## src/rtl/vector_ram_arbiter.sv

```systemverilog
// Round-robin arbiter sharing one vector RAM request port among NUM_REQ requesters,
// with burst locking and an ID FIFO that steers in-order read responses back.
module vector_ram_arbiter #(
    parameter int NUM_REQ         = 3,
    parameter int PARALLELISM     = 4,
    parameter int DATA_WIDTH      = 32,
    parameter int ADDR_WIDTH      = 10,
    parameter int RESP_FIFO_DEPTH = 4
) (
    input  logic                                      clk,
    input  logic                                      rst,
    input  logic [NUM_REQ-1:0]                        req_valid,
    output logic [NUM_REQ-1:0]                        req_ready,
    input  logic [NUM_REQ-1:0]                        req_write,
    input  logic [NUM_REQ-1:0]                        req_last,
    input  logic [NUM_REQ*PARALLELISM*ADDR_WIDTH-1:0] req_addr,
    input  logic [NUM_REQ*PARALLELISM*DATA_WIDTH-1:0] req_wdata,
    output logic [NUM_REQ-1:0]                        rsp_valid,
    output logic [PARALLELISM*DATA_WIDTH-1:0]         rsp_rdata,
    output logic                                      ram_valid,
    input  logic                                      ram_ready,
    output logic                                      ram_write,
    output logic [PARALLELISM*ADDR_WIDTH-1:0]         ram_addr,
    output logic [PARALLELISM*DATA_WIDTH-1:0]         ram_wdata,
    input  logic                                      ram_rvalid,
    input  logic [PARALLELISM*DATA_WIDTH-1:0]         ram_rdata,
    output logic                                      busy,
    output logic                                      rsp_err
);
    localparam int IW = (NUM_REQ > 1) ? $clog2(NUM_REQ) : 1;
    localparam int PW = (RESP_FIFO_DEPTH > 1) ? $clog2(RESP_FIFO_DEPTH) : 1;
    localparam int CW = $clog2(RESP_FIFO_DEPTH) + 1;
    localparam int AV = PARALLELISM * ADDR_WIDTH;
    localparam int DV = PARALLELISM * DATA_WIDTH;

    typedef enum logic {IDLE, LOCKED} state_t;

    state_t              state, state_next;
    logic [IW-1:0]       lock_id, lock_id_next;
    logic [IW-1:0]       rr_ptr, rr_ptr_next;
    logic [IW-1:0]       grant, cand;
    logic                has_grant;
    logic [NUM_REQ-1:0]  eligible;
    logic                handshake, push, pop, fifo_full;

    logic [IW-1:0]       fifo_mem [RESP_FIFO_DEPTH];
    logic [PW-1:0]       wr_ptr, rd_ptr;
    logic [CW-1:0]       fifo_count;

    // Full check looks only at the registered count; a same-cycle pop never frees a slot.
    assign fifo_full = (fifo_count == CW'(RESP_FIFO_DEPTH));

    always_comb begin
        for (int i = 0; i < NUM_REQ; i++) begin
            eligible[i] = req_valid[i] & (req_write[i] | ~fifo_full);
        end
    end

    always_comb begin
        grant     = '0;
        cand      = '0;
        has_grant = 1'b0;
        if (state == LOCKED) begin
            grant     = lock_id;
            has_grant = 1'b1;
        end else begin
            for (int k = 0; k < NUM_REQ; k++) begin
                cand = IW'((int'(rr_ptr) + k) % NUM_REQ);
                if (!has_grant && eligible[cand]) begin
                    grant     = cand;
                    has_grant = 1'b1;
                end
            end
        end
    end

    always_comb begin
        req_ready = '0;
        ram_valid = 1'b0;
        ram_write = 1'b0;
        ram_addr  = '0;
        ram_wdata = '0;
        if (has_grant) begin
            req_ready[grant] = ram_ready & eligible[grant];
            ram_valid        = eligible[grant];
            ram_write        = req_write[grant];
            ram_addr         = req_addr[grant*AV +: AV];
            ram_wdata        = req_wdata[grant*DV +: DV];
        end
    end

    assign handshake = ram_valid & ram_ready;
    assign push      = handshake & ~req_write[grant];
    assign pop       = ram_rvalid & (fifo_count != '0);

    always_comb begin
        state_next   = state;
        lock_id_next = lock_id;
        rr_ptr_next  = rr_ptr;
        if (handshake) begin
            if (req_last[grant]) begin
                state_next  = IDLE;
                rr_ptr_next = (grant == IW'(NUM_REQ - 1)) ? '0 : grant + 1'b1;
            end else begin
                state_next   = LOCKED;
                lock_id_next = grant;
            end
        end
    end

    always_ff @(posedge clk or posedge rst) begin
        if (rst) begin
            state   <= IDLE;
            lock_id <= '0;
            rr_ptr  <= '0;
        end else begin
            state   <= state_next;
            lock_id <= lock_id_next;
            rr_ptr  <= rr_ptr_next;
        end
    end

    // ID FIFO control; the storage itself needs no reset.
    always_ff @(posedge clk or posedge rst) begin
        if (rst) begin
            wr_ptr     <= '0;
            rd_ptr     <= '0;
            fifo_count <= '0;
        end else begin
            if (push) wr_ptr <= (wr_ptr == PW'(RESP_FIFO_DEPTH - 1)) ? '0 : wr_ptr + 1'b1;
            if (pop)  rd_ptr <= (rd_ptr == PW'(RESP_FIFO_DEPTH - 1)) ? '0 : rd_ptr + 1'b1;
            if (push && !pop)      fifo_count <= fifo_count + 1'b1;
            else if (pop && !push) fifo_count <= fifo_count - 1'b1;
        end
    end

    always_ff @(posedge clk) begin
        if (push) fifo_mem[wr_ptr] <= grant;
    end

    // Registered response stage: one cycle after the RAM data arrives.
    always_ff @(posedge clk or posedge rst) begin
        if (rst) begin
            rsp_valid <= '0;
            rsp_rdata <= '0;
            rsp_err   <= 1'b0;
        end else begin
            rsp_valid <= pop ? (NUM_REQ'(1) << fifo_mem[rd_ptr]) : '0;
            if (pop) rsp_rdata <= ram_rdata;
            if (ram_rvalid && fifo_count == '0) rsp_err <= 1'b1;
        end
    end

    assign busy = (state == LOCKED) | (fifo_count != '0);

endmodule

```

## config.mk

```make
export PLATFORM = sky130hd
export DESIGN_NAME = vector_ram_arbiter
export DESIGN_NICKNAME = d
export VERILOG_FILES = /design/src/rtl/vector_ram_arbiter.sv
export SDC_FILE = /design/constraint.sdc
export NUM_CORES = 1
export LEC_CHECK = 0
export CORE_AREA = 2 2 370 372
export DETAILED_ROUTE_END_ITERATION = 7
export DIE_AREA = 0 0 372 374
export PLACE_DENSITY = 0.3
export SKIP_LAST_GASP = 1
export SLEW_MARGIN = 20
export SYNTH_ARGS = -nofsm -noshare
export SYNTH_HDL_FRONTEND = slang
export SYNTH_SLANG_ARGS = --single-unit
```

## constraint.sdc

```tcl
create_clock -name clk -period 6.08 [get_ports clk]
set_clock_uncertainty 0.1 [all_clocks]
set_input_delay 0.912 -clock clk [delete_from_list [all_inputs] [get_ports clk]]
set_output_delay 0.912 -clock clk [all_outputs]
set_load 0.1 [all_outputs]
```

# Yosys cells after proc, flatten, opt, wreduce, memory -nomap -nowiden

Memory sizes are Yosys's and may differ from the RTL's.
Index checks and enable logic that the tools add are counted.

Divide/modulo/power cells: 3
Reductions and logical operators: 15
Add/subtract/negate cells: 7
Bitwise gates (word level): 15
Muxes and demuxes: 38
Order comparisons: 5
Multiply operators: 1
Shift operators: 3
Equal/unequal tests: 4

Operators with widths:

| kind                                                                  | number |
|---|---|
| 384-bit by 10-bit indexed part select with 128-bit output             | 1 |
| 128-bit 2-to-1 mux                                                    | 1 |
| 120-bit by 9-bit indexed part select with 40-bit output               | 1 |
| 32-bit by 3-bit modulo with 32-bit output (second input constant)     | 2 |
| 40-bit 2-to-1 mux                                                     | 1 |
| 3-bit by 3-bit modulo with 32-bit output (second input constant)      | 1 |
| 1-bit 2-to-1 mux                                                      | 18 |
| 2-bit 2-to-1 mux                                                      | 7 |
| 1-bit binary-select mux with 2-bit select                             | 6 |
| 2-bit by 3-bit < comparator with 1-bit output (second input constant) | 4 |
| 3-bit 2-to-1 mux                                                      | 4 |
| 1-bit bitwise AND                                                     | 7 |
| 2-bit by 1-bit adder with 2-bit output (second input constant)        | 3 |
| 2-bit == test (second input constant)                                 | 3 |
| 1-bit logical AND                                                     | 6 |
| 2-bit by 3-bit multiplier with 5-bit output (second input constant)   | 1 |
| 1-bit zero test                                                       | 4 |
| 1-bit bitwise OR                                                      | 4 |
| 2-bit AND reduction                                                   | 2 |
| 2-bit by 1-bit adder with 3-bit output (second input constant)        | 1 |
| 2-bit by 2-bit adder with 3-bit output (second input constant)        | 1 |
| 3-bit by 1-bit adder with 3-bit output (second input constant)        | 1 |
| 3-bit bitwise AND                                                     | 1 |
| 3-bit == test (second input constant)                                 | 1 |
| 8 further kinds                                                       | 10 |

Bits of input ports: 645
Word-level logic and storage cells: 101
Memories: 1
Memory bits (writable): 8
Register bits: 144
Output and inout bits: 306

Memory list:

| name     | depth | bits a word | rd ports | clocked after memory_dff | write ports | line | RTL |
|---|---|---|---|---|---|---|---|
| fifo_mem | 4     | 2           | 1        | 0                        | 1           | 46   | `logic [IW-1:0] fifo_mem [RESP_FIFO_DEPTH];` |

# Depth between registers and ports, before layout

Depth in word-level cells: 25
Gate-level depth with buffers: 17
Depth with buffers taken out: 15

# Worst setup path after synthesis

OpenSTA, ideal clock, no wires.

Path type: input-to-reg
From: input port req_write[2]
To: register fifo_count[2]
Setup time: 0.080 ns
Data required time: 5.900 ns
Stages on the path: 14
Buffers on the path: 1
Slack: -0.724 ns
Arrival: 6.624 ns
Path through: or4b_4 -> nand2_1 -> or4_1 -> o21a_1 -> nor4b_1 -> a41o_1 -> and3_1 -> buf_6 -> ha_1 -> inv_1 -> fa_1 -> xor2_1 -> nor2_1 -> xnor2_1

Cells in the longest elaborated chain, start to end: 22
Elaborated cells between the ends (all ways): 35
Classes of those cells: mux: 22; bitwise: 5; reduce/logical: 8

RTL lines:

| what                                      | line | RTL |
|---|---|---|
| from (decl)                               | 14   | `input logic [NUM_REQ-1:0] req_write,` |
| 1-bit bitwise OR                          | 55   | `eligible[i] = req_valid[i] & (req_write[i] \| ~fifo_full);` |
| 1-bit bitwise AND                         | 55   |  |
| 1-bit binary-select mux with 2-bit select | 69   | `if (!has_grant && eligible[cand]) begin` |
| 1-bit 2-to-1 mux (implied by the code)    | 69   |  |
| 1-bit 2-to-1 mux                          | 69   |  |
| 1-bit 2-to-1 mux                          | 63   | `if (state == LOCKED) begin` |
| 1-bit zero test                           | 69   |  |
| 1-bit logical AND                         | 69   |  |
| (+7 left out)                             | -    |  |
| 1-bit 2-to-1 mux (implied by the code)    | 85   | `ram_valid = eligible[grant];` |
| 1-bit 2-to-1 mux                          | 83   | `if (has_grant) begin` |
| 1-bit bitwise AND                         | 92   | `assign handshake = ram_valid & ram_ready;` |
| 1-bit bitwise AND *                       | 93   | `assign push = handshake & ~req_write[grant];` |
| named net push                            | 44   | `logic handshake, push, pop, fifo_full;` |
| 1-bit zero test                           | 133  | `else if (pop && !push) fifo_count <= fifo_count - 1'b1;` |
| 1-bit logical AND                         | 133  |  |
| 2-bit nonzero test (no line)              | -    |  |
| to (signal assigned)                      | 132  | `if (push && !pop) fifo_count <= fifo_count + 1'b1;` |
| to (signal assigned)                      | 133  |  |
| to (decl)                                 | 48   | `logic [CW-1:0] fifo_count;` |

Mark *: on every way through the listed nets, which the timed path passes. The rest lies on a longest branch. The select of a mux whose other input is x is not followed.
A chain may end at the register's enable or synchronous reset.

# Worst setup path after layout

From: input port req_write[2]
To: output port ram_wdata[71]

Cells in the longest elaborated chain, start to end: 16
Elaborated cells between the ends (all ways): 24
Classes of those cells: shift: 1; mux: 17; bitwise: 2; reduce/logical: 4

RTL lines:

| what                                                      | line | RTL |
|---|---|---|
| 1-bit bitwise OR *                                        | 55   |  |
| 1-bit bitwise AND *                                       | 55   |  |
| 1-bit binary-select mux with 2-bit select                 | 69   |  |
| 1-bit 2-to-1 mux (implied by the code)                    | 69   |  |
| 1-bit 2-to-1 mux                                          | 69   |  |
| 1-bit 2-to-1 mux                                          | 63   |  |
| 1-bit zero test                                           | 69   |  |
| 1-bit logical AND                                         | 69   |  |
| 1-bit 2-to-1 mux                                          | 69   |  |
| 1-bit 2-to-1 mux                                          | 63   |  |
| 1-bit zero test                                           | 69   |  |
| 1-bit logical AND                                         | 69   |  |
| 2-bit 2-to-1 mux                                          | 69   |  |
| 2-bit 2-to-1 mux                                          | 63   |  |
| 384-bit by 10-bit indexed part select with 128-bit output | 88   | `ram_wdata = req_wdata[grant*DV +: DV];` |
| 128-bit 2-to-1 mux *                                      | 83   |  |
| to (decl)                                                 | 24   | `output logic [PARALLELISM*DATA_WIDTH-1:0] ram_wdata,` |

Every way passes the cells marked *; elsewhere a longest branch is shown, timed or not. The select of a mux whose other input is x is not followed.

==> run_results.csv <==
group,metric,value,unit
logic_synthesis,yosysMostFrequentCell,"nand2_1",
critical_path,cp_max_fo,72,
placed_design,gp_congestion,0.811,
logic_synthesis,synth_top_area_cell,"dfrtp_1",
critical_path,cp.arrival,4.47,ns
floorplanning,core_region_area,0.135,mm2
logic_synthesis,syn-num-nets,1985,
clock_network,cts-buffers-inserted,17,
detailed_routing,vias,13300,
critical_path,start_kind,"input port",
logic_synthesis,synth_area_leaders,"dfrtp_1 36%, a21oi_1 17%, mux2_2 15%, nand2_1 13%, nor2_1 6.4%",
detailed_routing,drtPass1Iterations,4,
sta,min_period,5.48,ns
floorplanning,chipWidth,372,um
logic_synthesis,synth_common_cells,"347 x nand2_1, 340 x a21oi_1, 172 x nor2_1",
detailed_routing,drt-initial-drc-count,519,
detailed_routing,post_drt_wl_per_cell,24.0,um
clock_network,cts_tree,"done",
clock_network,cts_resized,0,
logic_synthesis,avgSynthCellArea,7.57,um2
floorplanning,die_area,0.139,mm2
logic_synthesis,synthArstFlopShare,94.7,%
hold_path,worstHoldPathCells,1,
clock_network,cts_hold_buffers,0,
placed_design,dpl_cell_area,0.0236,mm2
logic_synthesis,synth.cell_area,0.0101,mm2
floorplanning,placementRows,135,
logic_synthesis,synthFlopType,"dfrtp_1",
hold_path,min_delay_worst_endpoint,"rsp_err$_DFFE_PP0P_",
clock_network,clk_pin_slew,0.06,ns
finish,nNetsFinal,2885,
hold_path,hp-class,"flop to flop",
clock_network,post_cts_buffers,0,
detailed_routing,via_per_inst,3.28,
critical_path,worstSetupPathType,"input port to primary output",
critical_path,critPathCaptureType,"primary output",
placed_design,hpwlAfterDp,79.6,mm
sta,tns,0,ns
grt,antenna_found_initial,43,
sta,max_freq,183,MHz
clock_network,clk-insertion-delay-late,0.47,ns
logic_synthesis,ys_seq_area_share,38.1,%
finish,final_cells,4043,
logic_synthesis,synth_top_area_share,35.8,%
sta,setup_viol_count_final,0,
finish,area_growth,140,%
sta,rsz0062_at_grt,"no",
logic_synthesis,synth_cell_type_count,45,
logic_synthesis,syn_inst,1331,
critical_path,reg2reg_from,"rr_ptr[0]$_DFFE_PP0P_",
finish,drive_gt1_share,18.3,%
grt,grt_pass1_vias,14000,
sta,worstMarginPinSlew,1.15,ns
detailed_routing,drtAntennaViolNets,0,
placed_design,dp.cells,3993,
sta,holdWs,0.367,ns
logic_synthesis,synth_seq_cells,152,
logic_synthesis,yosys_warnings,0,
logic_synthesis,synth-edff-count,8,
placed_design,io_buffers,950,
critical_path,reg2reg_depth,14,
grt,grt_pass1_wl,126,mm
clock_network,ctsRootBufferMaster,"clkbuf_16",
outcome,status,"finished, final reports clean",
detailed_routing,route.detailed.drc,0,
sta,slew_headroom,23.1,%
sta,period_share,90.1,%
clock_network,clock-sinks,152,
grt,grt_util_all_layers,13.3,%
sta,maxSlewViolCount,0,
grt,grt-ovfl-total,0,
flow_run,drv_cap,0,
detailed_routing,drt-total-wl,96.8,mm
clock_network,htreeDepth,4,
clock_network,clock_path_buffers,2,
floorplanning,start_util,7.47,%
sta,final_hold_viol_count,0,
hold_path,min_from,"rsp_err$_DFFE_PP0P_",
floorplanning,ios,951,
critical_path,rr_endpoint,"fifo_count[1]$_DFFE_PP0P_",
critical_path,crit_required,5.07,ns
critical_path,r2r_slack,1.84,ns
finish,final_area,0.0242,mm2
grt,grt_max_degree,94,
floorplanning,die_h,374,um
==> through the flow <==
| step | utilization [%] | setup slack, ns |
|---|---|---|
| 2_1_floorplan | - | 0.352 |
| 3_3_place_gp | 17.5 | 0.448 |
| 3_5_place_dp | 17.4 | 0.443 |
| 4_1_cts | 17.9 | 0.418 |
| 5_1_grt | 17.9 | 0.309 |
| 6_report | 17.9 | 0.602 |
==> worst max-delay path: stages <==
cell and delay, ns:
clkdlybuf4s50_1 0.44, or4b_4 0.51, nand2_1 0.18, or4_1 0.16, o21a_4 0.39, and2_4 0.51, buf_12 0.32, a21oi_1 0.27
nor2_1 0.32, buf_12 0.22
==> registers in the layout, summed over array words and instances (netlist names) <==
signal	flops
fifo_count	3
fifo_mem	8
lock_id	2
rsp_err	1
rr_ptr	2
rsp_valid	3
rd_ptr	2
wr_ptr	2
state	1
rsp_rdata	128
==> placed cells by master (no fill, tap or decap), types with 2 or more instances in the layout <==
cell	n
nor3_1	5
nand2_1	347
a21o_1	3
diode_2	18
dfrtp_1	144
and3_1	2
clkbuf_8	3
o21ai_0	3
mux4_2	2
nand3_1	4
buf_4	48
a22o_1	2
o221ai_1	2
clkbuf_16	17
edfxtp_1	8
mux2i_1	2
a21oi_1	340
mux2_2	132
clkinvlp_4	3
nor2_1	172
bufinv_16	3
ha_1	8
and2_1	4
xnor2_1	2
inv_6	5
inv_1	8
clkinv_4	2
clkdlybuf4s50_1	759
buf_12	185
nor3b_1	3
==> cell type report <==
type	count	area (um2)
Clock inverter	12	163
Tap cell	1781	2230
Antenna cell	18	45.0
Timing Repair Buffer	993	11700
Inverter	10	47.5
Sequential cell	152	3840
Multi-Input combinational cell	1057	5760
Fill cell	15100	111000
Clock buffer	20	467
==> how the worst max path moves through the flow <==
| stage | from | to | slack, ns | cells past startpoint |
|---|---|---|---|---|
| final | req_write[2] | ram_wdata[71] | 0.60 | 10 |
| after detailed placement | req_write[2] | ram_wdata[67] | 0.44 | 10 |
| after global placement | req_write[2] | ram_wdata[67] | 0.45 | 10 |
| after global routing | req_write[2] | ram_wdata[67] | 0.31 | 10 |
| after CTS | req_write[2] | ram_wdata[67] | 0.42 | 10 |
| after floorplan | req_write[2] | req_ready[1] | 0.35 | 8 |
==> metal layers <==
metal  GRT usage, %  up-vias  part of all wire, %
met5              0        -                 0.20
met4           2.85       26                  1.4
met3           5.02       79                  8.9
met2           24.7      532                   53
met1           14.1     6339                   37
li1               -     6283                    -
==> cells by family (layout without fill, tap and decap cells) <==
logic type                 after synthesis  count (layout)  share of synthesized area [%]
adders and majority gates                9               9                           1.19
muxes                                  138             138                           15.7
buffers and inverters                  122            1035                           4.95
DFF                                    152             152                           38.1
and+or+nand+nor                        546             546                           21.1
xor gates and xnor gates                 3               3                          0.261
AOI/OAI and AO/OA                      361             361                           18.7
other                                    0              18                              0
Power is left out: the tool's default activity adds up to more than one toggle a clock period on the data nets, which glitch-free logic cannot reach.
